File: config.mk
export PLATFORM = sky130hd
export DESIGN_NAME = wbcache_refill_ctrl
export DESIGN_NICKNAME = d
export VERILOG_FILES = /design/src/rtl/wbcache_pkg.sv /design/src/rtl/wbcache_beat_ctr.sv /design/src/rtl/wbcache_refill_ctrl.sv
export SDC_FILE = /design/constraint.sdc
export NUM_CORES = 1
export LEC_CHECK = 0
export ABC_AREA = 1
export BUFFER_PORTS_ARGS = -buffer_cell sky130_fd_sc_hd__buf_2
export CORE_MARGIN = 2
export CORE_UTILIZATION = 51
export CTS_CLUSTER_DIAMETER = 30
export DETAILED_ROUTE_END_ITERATION = 16
export PLACE_DENSITY = 0.85
export SLEW_MARGIN = 20
export SYNTH_ARGS = -nofsm -noshare
export SYNTH_HDL_FRONTEND = slang
export SYNTH_HIERARCHICAL = 1
export SYNTH_SLANG_ARGS = --single-unit
File: constraint.sdc
create_clock -name clock -period 2.9 [get_ports clock]
set_clock_uncertainty 0.05 [all_clocks]
set_input_delay 0.87 -clock clock [delete_from_list [all_inputs] [get_ports clock]]
set_output_delay 0.87 -clock clock [all_outputs]
set_load 0.005 [all_outputs]
File: src/rtl/wbcache_pkg.sv
// Shared constants, FSM encoding and geometry helpers for the wbcache refill path.
package wbcache_pkg;

  localparam logic [2:0] CTI_CLASSIC = 3'b000;
  localparam logic [2:0] CTI_INC     = 3'b010;
  localparam logic [2:0] CTI_EOB     = 3'b111;
  localparam logic [1:0] BTE_LIN     = 2'b00;

  typedef enum logic [2:0] {
    ST_IDLE    = 3'd0,
    ST_BURST   = 3'd1,
    ST_BACKOFF = 3'd2,
    ST_COMMIT  = 3'd3,
    ST_ABORT   = 3'd4
  } state_t;

  function automatic int tag_bits(input int address, input int wordbits);
    return address - wordbits;
  endfunction

  function automatic int index_bits(input int wordbits, input int linebits);
    return wordbits - linebits;
  endfunction

endpackage

File: src/rtl/wbcache_beat_ctr.sv
// Loadable beat counter that wraps inside one cache line; o_last flags the
// beat just before the load point, i.e. the final beat of the burst.
module wbcache_beat_ctr #(
  parameter int LINEBITS = 4
) (
  input  logic                clock,
  input  logic                i_clear,
  input  logic                i_start,
  input  logic [LINEBITS-1:0] i_start_beat,
  input  logic                i_ack,
  output logic [LINEBITS-1:0] o_beat,
  output logic                o_last
);

  logic [LINEBITS-1:0] r_beat;
  logic [LINEBITS-1:0] r_start;
  logic [LINEBITS-1:0] w_beat_inc;

  assign w_beat_inc = r_beat + {{(LINEBITS-1){1'b0}}, 1'b1};

  always_ff @(posedge clock) begin
    if (i_clear) begin
      r_beat  <= '0;
      r_start <= '0;
    end else if (i_start) begin
      r_beat  <= i_start_beat;
      r_start <= i_start_beat;
    end else if (i_ack) begin
      r_beat  <= w_beat_inc;
    end
  end

  assign o_beat = r_beat;
  assign o_last = (w_beat_inc == r_start);

endmodule

File: src/rtl/wbcache_refill_ctrl.sv
// Instruction-cache miss handler: fetches one line over a Wishbone incrementing burst.
// Define WBCACHE_CRITWORD_EN to start the burst at the missed word (wrapping in the line).
module wbcache_refill_ctrl
  import wbcache_pkg::*;
#(
  parameter int WIDTH     = 32,
  parameter int ADDRESS   = 20,
  parameter int WORDBITS  = 9,
  parameter int LINEBITS  = 4,
  parameter int RETRY_MAX = 3
) (
  input  logic                         clock,
  input  logic                         reset,
  input  logic                         miss_i,
  input  logic [ADDRESS-1:0]           miss_addr_i,
  output logic                         busy_o,
  output logic                         crit_o,
  output logic                         done_o,
  output logic                         err_o,
  output logic                         fill_we_o,
  output logic [WORDBITS-1:0]          fill_adr_o,
  output logic [WIDTH-1:0]             fill_dat_o,
  output logic                         tag_we_o,
  output logic [WORDBITS-LINEBITS-1:0] tag_idx_o,
  output logic [ADDRESS-WORDBITS-1:0]  tag_o,
  output logic                         wb_cyc_o,
  output logic                         wb_stb_o,
  output logic                         wb_we_o,
  output logic [ADDRESS-1:0]           wb_adr_o,
  output logic [2:0]                   wb_cti_o,
  output logic [1:0]                   wb_bte_o,
  input  logic                         wb_ack_i,
  input  logic                         wb_rty_i,
  input  logic                         wb_err_i,
  input  logic [WIDTH-1:0]             wb_dat_i
);

  localparam int IDXW = index_bits(WORDBITS, LINEBITS);
  localparam int TAGW = tag_bits(ADDRESS, WORDBITS);
  localparam int RETW = $clog2(RETRY_MAX + 2);

  state_t              r_state, w_next;
  logic [ADDRESS-1:0]  r_addr;
  logic [RETW-1:0]     r_retry;
  logic                r_busy, r_cyc, r_stb, r_crit, r_done, r_err, r_fill_we, r_tag_we;
  logic [WORDBITS-1:0] r_fill_adr;
  logic [WIDTH-1:0]    r_fill_dat;

  logic                w_start, w_ack, w_rty, w_err, w_last, w_retry_over;
  logic [LINEBITS-1:0] w_beat, w_start_beat;
  logic [IDXW-1:0]     w_index;

  assign w_start = (r_state == ST_IDLE) & miss_i;
  // Terminations only count while we strobe; err beats rty beats ack.
  assign w_err   = r_stb & wb_err_i;
  assign w_rty   = r_stb & wb_rty_i & ~wb_err_i;
  assign w_ack   = r_stb & wb_ack_i & ~wb_rty_i & ~wb_err_i;
  assign w_retry_over = (r_retry == RETW'(RETRY_MAX));
  assign w_index = r_addr[WORDBITS-1:LINEBITS];

`ifdef WBCACHE_CRITWORD_EN
  assign w_start_beat = miss_addr_i[LINEBITS-1:0];
`else
  assign w_start_beat = {LINEBITS{1'b0}};
`endif

  wbcache_beat_ctr #(.LINEBITS(LINEBITS)) u_beat_ctr (
    .clock        (clock),
    .i_clear      (reset),
    .i_start      (w_start),
    .i_start_beat (w_start_beat),
    .i_ack        (w_ack),
    .o_beat       (w_beat),
    .o_last       (w_last)
  );

  always_comb begin
    w_next = r_state;
    case (r_state)
      ST_IDLE: begin
        if (miss_i) w_next = ST_BURST;
        else        w_next = ST_IDLE;
      end
      ST_BURST: begin
        if (w_err)               w_next = ST_ABORT;
        else if (w_rty)          w_next = w_retry_over ? ST_ABORT : ST_BACKOFF;
        else if (w_ack & w_last) w_next = ST_COMMIT;
        else                     w_next = ST_BURST;
      end
      ST_BACKOFF: w_next = ST_BURST;
      ST_COMMIT:  w_next = ST_IDLE;
      ST_ABORT:   w_next = ST_IDLE;
      default:    w_next = ST_IDLE;
    endcase
  end

  // Every outward strobe is decoded from the next state so it lines up with that state.
  always_ff @(posedge clock) begin
    if (reset) begin
      r_state    <= ST_IDLE;
      r_addr     <= '0;
      r_retry    <= '0;
      r_busy     <= 1'b0;
      r_cyc      <= 1'b0;
      r_stb      <= 1'b0;
      r_crit     <= 1'b0;
      r_done     <= 1'b0;
      r_err      <= 1'b0;
      r_fill_we  <= 1'b0;
      r_tag_we   <= 1'b0;
      r_fill_adr <= '0;
      r_fill_dat <= '0;
    end else begin
      r_state <= w_next;
      if (w_start) begin
        r_addr  <= miss_addr_i;
        r_retry <= '0;
      end else if (w_rty) begin
        r_retry <= r_retry + RETW'(1);
      end
      r_busy    <= (w_next != ST_IDLE);
      r_cyc     <= (w_next == ST_BURST);
      r_stb     <= (w_next == ST_BURST);
      r_done    <= (w_next == ST_COMMIT);
      r_tag_we  <= (w_next == ST_COMMIT);
      r_err     <= (w_next == ST_ABORT);
      r_fill_we <= w_ack;
      r_crit    <= w_ack & (w_beat == r_addr[LINEBITS-1:0]);
      if (w_ack) begin
        r_fill_adr <= {w_index, w_beat};
        r_fill_dat <= wb_dat_i;
      end
    end
  end

  assign busy_o     = r_busy;
  assign crit_o     = r_crit;
  assign done_o     = r_done;
  assign err_o      = r_err;
  assign fill_we_o  = r_fill_we;
  assign fill_adr_o = r_fill_adr;
  assign fill_dat_o = r_fill_dat;
  assign tag_we_o   = r_tag_we;
  assign tag_idx_o  = w_index;
  assign tag_o      = r_addr[ADDRESS-1:ADDRESS-TAGW];
  assign wb_cyc_o   = r_cyc;
  assign wb_stb_o   = r_stb;
  assign wb_we_o    = 1'b0;
  assign wb_adr_o   = {r_addr[ADDRESS-1:LINEBITS], w_beat};
  assign wb_cti_o   = r_stb ? (w_last ? CTI_EOB : CTI_INC) : CTI_CLASSIC;
  assign wb_bte_o   = BTE_LIN;

endmodule

======== Word-level counts from Yosys, hierarchy flattened ========
Cells that the tools add are included.
storage, ports and cells
  latch bits .............................. 0
  bits of input ports ..................... 58
  logic and storage cells ................. 44
  bits in writable memories ............... 0
  memory bits (read-only) ................. 0
  flip-flop bits (word level) ............. 77
  memories ................................ 0
  output and inout bits ................... 91
operators by class
  $add $sub $neg .......................... 2
  $lt $le $gt $ge ......................... 0
  equal/unequal tests ..................... 7
  div/mod/pow operators ................... 0
  shifts and indexed selects .............. 0
  bitwise gates (word level) .............. 11
  muxes and demuxes ....................... 8
  reduce and logical (&&, ||, !) cells .... 4
  multiply operators ...................... 0
operator list
  kind                                                             number
  3-bit two-way mux                                                5
  1-bit AND                                                        9
  3-bit by 2-bit == test with 1-bit output, second input constant  3
  3-bit case mux with 3 select lines                               1
  3-bit by 1-bit == test with 1-bit output, second input constant  2
  4-bit by 1-bit adder with 4-bit output, second input constant    1
  4-bit == test                                                    1
  4-bit logical NOT                                                1
  3-bit by 1-bit adder with 3-bit output, second input constant    1
  3-bit == test, second input constant                             1
  3-bit logical NOT                                                1
  3-bit nonzero test                                               1
  2-bit two-way mux                                                1
  1-bit NOT                                                        2
  2-bit OR reduction                                               1
  1-bit two-way mux                                                1

======== Depth between registers and ports, before layout ========
Gate-level depths: netlist of the first run.
  word-level depth ........................ 9
  gate-level depth with buffers ........... 12
  mapped depth without buffers ............ 12

======== Modules after synthesis ========
The synthesis of the first run kept the hierarchy.
modules (own cells, without submodules)
  module               cells an instance  instances  area each (um2)
  wbcache_refill_ctrl  377                1          2976.6
  wbcache_beat_ctr     73                 1          449.2

======== Worst setup path after synthesis of the first run ========
No wires, ideal clock.
  path kind ............................... register -> output
  start ................................... register u_beat_ctr.r_beat[0], in the netlist u_beat_ctr/o_beat[0]
  end ..................................... output port wb_cti_o[2]
  arrival time ............................ 1.388 ns
  cell stages (with the launch flop) ...... 10
  setup slack ............................. 0.592 ns
  buffers on the path ..................... 1
  path through ............................ dfxtp_1 ha_1 nand2_1 nand2_1 nor2_1 nand3_1 nor2_1 nand2_1 inv_1 buf_4
on the way
  cells in the longest elaborated chain, start to end .. 4
RTL lines
  element                                 line                        text
  start, declared                         wbcache_beat_ctr.sv:15      logic [LINEBITS-1:0] r_beat;
  start signal, assigned                  wbcache_beat_ctr.sv:26      r_beat <= i_start_beat;
  start signal, assigned                  wbcache_beat_ctr.sv:29      r_beat <= w_beat_inc;
  4-bit by 1-bit adder with 4-bit output  wbcache_beat_ctr.sv:19      assign w_beat_inc = r_beat + {{(LINEBITS-1){1'b0}}, 1'b1};
  4-bit logical NOT                       wbcache_beat_ctr.sv:34      assign o_last = (w_beat_inc == r_start);
  via w_last                              wbcache_refill_ctrl.sv:49   logic w_start, w_ack, w_rty, w_err, w_last, w_retry_over;
  3-bit two-way mux (2 in a row)          wbcache_refill_ctrl.sv:150  assign wb_cti_o = r_stb ? (w_last ? CTI_EOB : CTI_INC) : CTI_CLASSIC;
  end, declared                           wbcache_refill_ctrl.sv:30   output logic [2:0] wb_cti_o,
The timed path passes the listed nets, and every way through them passes these cells.

======== Final worst setup path of the first run ========
Ends and elaborated chain as after synthesis.

==> impl_metrics.ini, run 1 <==
[route]
first_pass_iters = 4
vias = 2997
wl_per_cell_um = 11.6
totalWireLength_mm = 7.42
antenna_left = 0
drc = 0
viasPerCell = 4.68
drt-initial-drc-count = 131

[worst_setup_path]
cp_max_fo = 10
ff2ff_setup_slack_ns = 1.05
path_class = reg2out
timing.rr.start = wb_stb_o
reg2reg_to = u_beat_ctr/o_beat[3]
max_stage_delay_ns = 0.45
crit_family = simple AND/OR/NAND/NOR gates
crit_path_end_kind = output pin
critical_path_buf_inv_count = 2
path_common_cell = nand2_1
cp.depth = 9
worst_ep_required_time_ns = 1.98
slowest_stage = dfxtp_2
cp.arrival_ns = 1.74
r2r_cells = 8
start_kind = register
crit_path_cell_trace = ha_1, nand2_1, nand2_1, nor2_1, nand3_1, nor2_1, nand2_1, inv_1, buf_2

[clock_network]
postCtsHoldBufs = 0
clock_latency_ns = 0.33
root_buffer = clkbuf_8
postCtsSetupBuffers = 0
cts_tree = done
cts.clk_slew.worst_paths_ns = 0.08
cts-buffers-inserted = 9
cts_resized = 0
cts.sinks = 81
ctsLongestPathBuffers = 2
cts_max_level = 3

[synthesis]
ys_ff_latch = 81
synth.avg_cell_area_um2 = 7.61
syn_inst = 450
ys_types = 29
netlist_area_um2 = 3430
yosysSeqAreaShare_pct = 47.3
ys_warn_count = 6

[grt]
grt_pass1_vias = 2750
grt_max_degree = 45
grt_pass1_wl_mm = 12.0
grt_antenna_before_repair = 0
groute.usage.overall_pct = 20.1
grt_overflow = 0

[die]
io_pins = 149
rows = 29
die_x_um = 86.0
die_y_um = 86.0
initial_core_util_pct = 53.3
core_region_area_um2 = 6420
die_area_um2 = 7390

[power_and_ir_drop]
p_leak_nw = 2.08
peakVddDrop_uv = 342
p_per_area_nw_per_um2 = 583
total_power_mw = 2.40

[min_path]
whs_path_depth = 2
hp-start = fill_adr_o[0]
holdPathEnd = fill_adr_o[0]
min_path_type = reg2reg

[layout]
antenna_cells = 0
drive_above_1_share_pct = 33.2
nFillCells = 610
multiInputGateArea_um2 = 1300
num-nets-final = 619
regArea_um2 = 1620
syn_to_final_growth_pct = 20.1

[placed_design]
dp_hpwl_mm = 5.38
gp_congestion = 0.867
numPortBuffers = 145

[timing]
period_minus_slack_ns = 2.66
fmax_ghz = 0.375
slew_viol_final = 0
fin_tns_setup_ns = 0
timing.final.crit_share_pct = 91.9
setup_viol = 0
hold_viol = 0
grt_setup_unrepaired = false

[run_status]
status = complete, no violations

[job]
max-cap-violations = 0
==> final cells by class <==
cell class	count	area share, %
Inverter	29	2.77
Timing Repair Buffer	149	18.4
Clock inverter	5	1.92
Clock buffer	11	3.44
Tap cell	77	2.34
Sequential cell	81	39.5
Multi-Input combinational cell	288	31.7
==> where the power goes <==
| group | total [mW] | switching [mW] | leakage [nW] | internal, mW |
|---|---|---|---|---|
| clock | 0.893 | 0.386 | 0.113 | 0.508 |
| sequential | 1.21 | 0.0431 | 0.662 | 1.17 |
| combinational | 0.294 | 0.158 | 1.31 | 0.136 |
| total | 2.40 | 0.587 | 2.08 | 1.81 |
==> stage by stage <==
stage / area, um2 / hold slack (ns) / cells / utilization [%] / setup WS [ns]
floorplan: 3450 / 0.392 / 456 / - / 0.592
global placement: 3890 / 0.404 / 624 / 60.6 / 0.494
detailed placement: 3890 / 0.417 / 624 / 60.6 / 0.461
CTS: 4110 / 0.438 / 640 / 64.0 / 0.0734
global route: 4110 / 0.464 / 640 / 64.1 / 0.00343
finish: 4110 / 0.434 / 640 / 64.1 / 0.235
==> flip-flops by register name, summed over array words and instances (netlist names) <==
signal and flops:
err_o 1, fill_we_o 1, r_retry 3, u_beat_ctr/o_beat 4
r_state 3, fill_adr_o 9, wb_stb_o 1, busy_o 1
u_beat_ctr/r_start 4, r_addr 20, fill_dat_o 32, tag_we_o 1
crit_o 1
==> cells in the mapped netlist <==
cell type / instances / area [um2]
nor3b_1: 1 / 7.51
nor2_2: 12 / 75.1
clkbuf_1: 8 / 30.0
ha_1: 3 / 37.5
or2_0: 1 / 6.26
a21oi_1: 6 / 30.0
nand2_1: 46 / 173
nand2_4: 1 / 11.3
o21ai_1: 7 / 35.0
inv_6: 1 / 8.76
a21oi_2: 1 / 8.76
inv_1: 24 / 90.1
nor2_1: 122 / 458
conb_1: 1 / 3.75
buf_6: 3 / 33.8
nand4_1: 3 / 18.8
inv_2: 4 / 15.0
dfxtp_1: 81 / 1620
nor2_4: 1 / 11.3
a21boi_1: 1 / 7.51
buf_8: 1 / 15.0
a31oi_1: 1 / 6.26
buf_4: 40 / 300
clkbuf_2: 4 / 20.0
nand2_2: 1 / 6.26
nand3_1: 13 / 65.1
o21ai_0: 57 / 285
xnor2_1: 4 / 35.0
buf_2: 2 / 10.0
==> worst max path at each step <==
| stage | start | to |
|---|---|---|
| after CTS | u_beat_ctr/o_beat[0] | wb_cti_o[2] |
| after global placement | u_beat_ctr/o_beat[0] | wb_cti_o[0] |
| final | u_beat_ctr/o_beat[0] | wb_cti_o[2] |
| after detailed placement | u_beat_ctr/o_beat[0] | wb_cti_o[2] |
| after global routing | u_beat_ctr/o_beat[0] | wb_cti_o[2] |
| after floorplan | u_beat_ctr/o_beat[0] | wb_cti_o[2] |
==> per-layer routing <==
metal	routed length (um)	track usage, %	up-vias	share of wire, %
met5	0	0	-	0
met4	187	10.2	0	2.5
met3	519	3.95	16	7.0
met2	3480	34.2	100	47
met1	3230	24.1	1303	44
li1	-	-	1578	-
==> kinds of logic after synthesis <==
group / count (synthesis) / synth area share, %
adder cells (fa/ha/maj): 3 / 1.10
flip-flops: 81 / 47.3
buffers and inverters: 87 / 15.3
AND/OR/NAND/NOR: 201 / 24.3
AO/OA/AOI/OAI: 73 / 10.9
other: 1 / 0.109
XOR/XNOR: 4 / 1.02
==> worst reg2reg max path: cells and delay by family (launching register included) <==
kind,cells,cell delay [ns]
and+or+nand+nor,4,0.61
buffers and inverters,3,0.57
DFF,1,0.45
AOI/OAI and AO/OA,1,0.12
==> cell usage in the layout (no fill, tap or decap), types with 2 or more instances in the layout <==
cell type / synthesis / routed
bufinv_16: 0 / 2
conb_1: 1 / 7
nand2_1: 46 / 46
ha_1: 3 / 3
o21ai_0: 57 / 57
buf_4: 40 / 4
a21oi_1: 6 / 6
clkinv_2: 0 / 2
inv_2: 4 / 4
nor2_2: 12 / 12
buf_2: 2 / 145
dfxtp_2: 0 / 2
nor2_1: 122 / 122
clkbuf_8: 0 / 10
dfxtp_1: 81 / 79
o21ai_1: 7 / 7
nand3_1: 13 / 13
inv_1: 24 / 24
xnor2_1: 4 / 4
nand4_1: 3 / 3
Note: power is estimated with default switching activity, not from simulation.
==> run 2: changes to the inputs <==
--- a/config.mk
+++ b/config.mk
@@ -8,12 +8,11 @@
 export ABC_AREA = 1
 export BUFFER_PORTS_ARGS = -buffer_cell sky130_fd_sc_hd__buf_2
 export CORE_MARGIN = 2
-export CORE_UTILIZATION = 51
+export CORE_UTILIZATION = 50
 export CTS_CLUSTER_DIAMETER = 30
 export DETAILED_ROUTE_END_ITERATION = 16
 export PLACE_DENSITY = 0.85
 export SLEW_MARGIN = 20
 export SYNTH_ARGS = -nofsm -noshare
 export SYNTH_HDL_FRONTEND = slang
-export SYNTH_HIERARCHICAL = 1
 export SYNTH_SLANG_ARGS = --single-unit
==> run 2 against run 1 <==
Worst setup slack improved by 0.13 ns; worst hold slack improved by 0.0059 ns; non-clock buffer count rose by 1; wire length fell by 5.3%; sequential share of layout area rose by 1.1 points; clock-buffer cell count fell by 2; cell count fell by 9.7%.
==> impl_metrics.ini, run 2 <==
[worst_setup_path]
path_common_cell = nand2_1
max_stage_delay_ns = 0.47
crit_start = u_beat_ctr.o_beat[1]
slowest_stage = dfxtp_1
cp-endpoint = wb_cti_o[0]
crit_path_end_kind = output pin
crit_family = flip-flops
cp.arrival_ns = 1.62
critical_path_buf_inv_count = 2
start_kind = register
worst_ep_required_time_ns = 1.98
timing.rr.start = r_state[0]
crit_path_cell_trace = ha_1, inv_1, nand2_1, nand2_1, nor2_1, and3_1, buf_2
cp_max_fo = 8
cp.depth = 7
ff2ff_setup_slack_ns = 1.34
path_class = reg2out
r2r_cells = 5
reg2reg_to = r_addr[13]

[timing]
fmax_ghz = 0.394
fin_tns_setup_ns = 0
grt_setup_unrepaired = false
tightest_slew_ns = 0.785
hold_viol = 0
timing.final.crit_share_pct = 87.5
slew_viol_final = 0
relSlewSlack_pct = 47.6
timing.hold.ws_ns = 0.440
setup_viol = 0
fin_ws_ns = 0.361
period_minus_slack_ns = 2.54

[route]
antenna_left = 0
drc = 0
first_pass_iters = 5
wl_per_cell_um = 12.2
viasPerCell = 4.84
totalWireLength_mm = 7.03
drt-initial-drc-count = 87
vias = 2796

[clock_network]
cts.clk_slew.worst_paths_ns = 0.07
cts_resized = 0
clock_latency_ns = 0.33
root_buffer = clkbuf_8
cts_tree = done
cts.sinks = 77
ctsLongestPathBuffers = 2
cts_max_level = 3
postCtsSetupBuffers = 0
cts-buffers-inserted = 9
postCtsHoldBufs = 0

[die]
die_x_um = 83.1
initial_core_util_pct = 52.2
die_y_um = 83.1
die_area_um2 = 6910
core_region_area_um2 = 5990
io_pins = 149
rows = 28

[synthesis]
synth_top_area_cell = dfxtp_1
yosysSeqAreaShare_pct = 49.3
synth-xor-area-share_pct = 1.12
synth_edf_count = 0
ys_types = 29
ys_ff_latch = 77
ys_warn_count = 0
synth_top_family_by_area = simple AND/OR/NAND/NOR gates
netlist_area_um2 = 3130
yosysTopAreaCellShare_pct = 49.3
synthArstFlopShare_pct = 0
synth_compound_area_share_pct = 11.7
synthTopCellsByCount = nor2_1 (128), dfxtp_1 (77), o21ai_0 (58)
synth_ff_type = dfxtp_1
synth.most_common_cell = nor2_1
yosys.area_share.simple_pct = 22.0
synth_area_leaders = dfxtp_1 (49%), nor2_1 (15%), buf_4 (9.4%)
syn_inst = 395
muxShareOfSynthArea_pct = 0
synthAdderAreaFrac_pct = 1.60
synth.avg_cell_area_um2 = 7.92

[power_and_ir_drop]
p_leak_nw = 2.02
peakVddDrop_uv = 333
p_per_area_nw_per_um2 = 580

[grt]
grt_max_degree = 45
grt_pass1_wl_mm = 11.5
groute.usage.overall_pct = 20.1
grt_antenna_before_repair = 0
grt_overflow = 0
grt_pass1_vias = 2608

[min_path]
min_path_type = reg2reg
hp-start = r_retry[1]

[layout]
final_common_cell = buf_2
drive_above_1_share_pct = 34.8
final_cell_mix = buf_2 (145), nor2_1 (128), dfxtp_1 (77)
antenna_cells = 0
largest_reg_flops = 32
syn_to_final_growth_pct = 21.5
num-nets-final = 562

[placed_design]
dp_hpwl_mm = 5.01
pre_cts_ws_ns = 0.713
gp_congestion = 0.817
numPortBuffers = 145

[run_status]
status = complete, no violations

[job]
max-cap-violations = 0
## run 2: cell types whose count changed after synthesis, moves of 4 or more
cell	change
nand2_1	-24
nor2_2	-10
nor2_1	+6
clkbuf_2	-4
buf_2	+4
inv_1	-13
dfxtp_1	-4
o21ai_1	-4
nand3_1	-10
## run 2: cells by family (layout without fill, tap and decap cells)
| family | count (synthesis) | in the layout |
|---|---|---|
| xor+xnor | 4 | 4 |
| other cells | 1 | 3 |
| flops | 77 | 77 |
| buf+inv | 71 | 177 |
| simple gates | 167 | 167 |
| fa+ha+maj | 4 | 4 |
| compound gates | 71 | 71 |
## run 2: stage by stage
stage	util [%]	power (mW)	area, um2	std cells
floorplan	-	1.33	3140	397
global placement	60.1	1.38	3600	564
detailed placement	60.1	1.39	3600	564
CTS	63.5	2.22	3800	578
global route	63.5	2.30	3800	578
finish	63.5	2.21	3800	578
## run 2: metal layers
layer / GRT usage, % / part of all wire, % / vias up
met5: 0 / 0 / -
met4: 8.94 / 1.3 / 0
met3: 5.96 / 7.8 / 10
met2: 33.4 / 46 / 115
met1: 24.0 / 45 / 1250
li1: - / - / 1421
## run 2: tightest hold or removal path, stage by stage, from the launching register on
cell and delay (ns):
dfxtp_1 0.32, nand2_1 0.07, a21oi_1 0.06
## run 2: how the worst min path moves through the flow
stage | cells past startpoint | to | slack [ns]
2_1_floorplan | 2 | r_retry[1] | 0.39
3_3_place_gp | 2 | fill_adr_o[0] | 0.40
3_5_place_dp | 2 | fill_adr_o[0] | 0.42
4_1_cts | 2 | fill_adr_o[0] | 0.43
5_1_grt | 2 | r_retry[1] | 0.45
6_report | 2 | r_retry[1] | 0.44
## run 2: final cells by class
type	count	area [um2]
Sequential cell	77	1540
Clock buffer	9	124
Timing Repair Buffer	150	763
Fill cell	524	2190
Clock inverter	5	77.6
Inverter	13	48.8
Tap cell	75	93.8
Multi-Input combinational cell	249	1150
## run 2: report_power, final
group / internal [mW] / leakage, nW / switching (mW)
Sequential: 1.10 / 0.627 / 0.0307
Combinational: 0.107 / 1.29 / 0.123
Clock: 0.472 / 0.101 / 0.369
==> run 3: changes to the inputs <==
==> constraint.sdc (replaced) <==
create_clock -name clock -period 2.9 [get_ports clock]
set_clock_uncertainty 0.05 [all_clocks]
set_input_delay 0.435 -clock clock [delete_from_list [all_inputs] [get_ports clock]]
set_output_delay 0.435 -clock clock [all_outputs]
set_load 0.005 [all_outputs]
==> run 3 against run 2 <==
Combinational power is essentially flat; non-clock buffer count shrank 2; flip-flop and latch count is the same; critical path depth is the same; core utilization shrank 1.1 points; fmax grew 17%; clock-buffer cell count grew 1; final area shrank 1.7%; global-route usage grew 0.15 points; clock power shrank 21%; worst hold slack lost 0.17 ns; first-iteration DRC count grew 2.3%.
==> impl_metrics.ini, run 3 (same netlist as run 2, synthesis figures left out) <==
[run_status]
status = complete, no violations

[timing]
fin_tns_setup_ns = 0
hold_viol = 0
timing.final.crit_share_pct = 74.7
period_minus_slack_ns = 2.17
slew_viol_final = 0
fmax_ghz = 0.461
setup_viol = 0
tightest_slew_ns = 0.769
fin_ws_ns = 0.733
relSlewSlack_pct = 48.7
grt_setup_unrepaired = false

[worst_setup_path]
reg2reg_to = busy_o
path_common_cell = nand2_1
crit_start = u_beat_ctr.o_beat[1]
crit_path_cell_trace = ha_1, inv_1, nand2_1, nand2_1, nor2_1, and3_1, buf_2
crit_path_end_kind = output pin
r2r_cells = 7
start_kind = register
worst_ep_required_time_ns = 2.41
cp-endpoint = wb_cti_o[0]
ff2ff_setup_slack_ns = 1.27
max_stage_delay_ns = 0.50
path_class = reg2out
slowest_stage = dfxtp_1
cp.arrival_ns = 1.68
timing.rr.start = wb_stb_o
cp_max_fo = 8

[placed_design]
dp_hpwl_mm = 4.92
numPortBuffers = 145
gp_congestion = 0.789
pre_cts_ws_ns = 1.03

[clock_network]
cts.clk_slew.worst_paths_ns = 0.07
postCtsSetupBuffers = 0
postCtsHoldBufs = 0
cts_tree = done
ctsLongestPathBuffers = 2
root_buffer = clkbuf_8
cts_resized = 0
cts_max_level = 3
clock_latency_ns = 0.33
cts-buffers-inserted = 9
cts.sinks = 77

[layout]
syn_to_final_growth_pct = 19.4
drive_above_1_share_pct = 34.4
largest_reg_flops = 32
final_common_cell = buf_2
antenna_cells = 0
utilization_pct = 62.4
num-nets-final = 560
nFillCells = 517
final_cell_mix = buf_2 (145), nor2_1 (128), dfxtp_1 (77)

[route]
drc = 0
totalWireLength_mm = 7.08
vias = 2772
drt-initial-drc-count = 89
antenna_left = 0
viasPerCell = 4.82
first_pass_iters = 4
wl_per_cell_um = 12.3

[job]
max-cap-violations = 0

[power_and_ir_drop]
total_power_mw = 2.03
p_leak_nw = 1.99
peakVddDrop_uv = 298
p_per_area_nw_per_um2 = 543

[grt]
grt_max_degree = 49
groute.usage.overall_pct = 20.3
grt_antenna_before_repair = 0
grt_pass1_vias = 2519
grt_pass1_wl_mm = 11.5
grt_overflow = 0

[die]
io_pins = 149
die_y_um = 83.1
initial_core_util_pct = 52.2
rows = 28
die_area_um2 = 6910
core_region_area_um2 = 5990
die_x_um = 83.1

[min_path]
min_path_type = in2reg
-- run 3: critical path: cells and delay by family (launching register included) --
kind | cells | cell delay (ns)
buffers and inverters | 2 | 0.17
DFF | 1 | 0.50
and+or+nand+nor | 4 | 0.45
adders and majority gates | 1 | 0.23
-- run 3: how the worst min path moves through the flow --
stage / startpoint / end / slack, ns / cells after the start
final: wb_dat_i[13] / fill_dat_o[13] / 0.27 / 3
after global routing: wb_dat_i[31] / fill_dat_o[31] / 0.26 / 3
after CTS: wb_dat_i[13] / fill_dat_o[13] / 0.26 / 3
after detailed placement: fill_adr_o[0] / fill_adr_o[0] / 0.41 / 2
after global placement: fill_adr_o[0] / fill_adr_o[0] / 0.40 / 2
after floorplan: r_retry[1] / r_retry[1] / 0.39 / 2
-- run 3: layout make-up --
cell class	instances	area, um2	share of cell area (%)
Multi-Input combinational cell	249	1150	30.8
Clock inverter	3	15.0	0.402
Timing Repair Buffer	148	748	20.0
Clock buffer	10	138	3.68
Tap cell	75	93.8	2.51
Inverter	13	48.8	1.31
Sequential cell	77	1540	41.2
-- run 3: metrics by stage --
| stage | hold slack (ns) | instance area (um2) | cells |
|---|---|---|---|
| final | 0.271 | 3740 | 575 |
| after global routing | 0.259 | 3740 | 575 |
| after floorplan | 0.395 | 3140 | 397 |
| after global placement | 0.400 | 3580 | 562 |
| after CTS | 0.257 | 3740 | 575 |
| after detailed placement | 0.407 | 3580 | 562 |
-- run 3: layer usage --
| metal | global-route usage [%] | up-vias | part of all wire (%) |
|---|---|---|---|
| met1 | 23.9 | 1233 | 44 |
| met4 | 6.26 | 0 | 0.54 |
| met5 | 0 | - | 0 |
| met2 | 34.6 | 118 | 48 |
| li1 | - | 1417 | - |
| met3 | 7.16 | 4 | 7.4 |
-- run 3: report_power, final --
group,internal (mW),switching (mW),leakage [nW]
combinational,0.106,0.124,1.28
clock,0.315,0.350,0.0836
sequential,1.10,0.0300,0.627
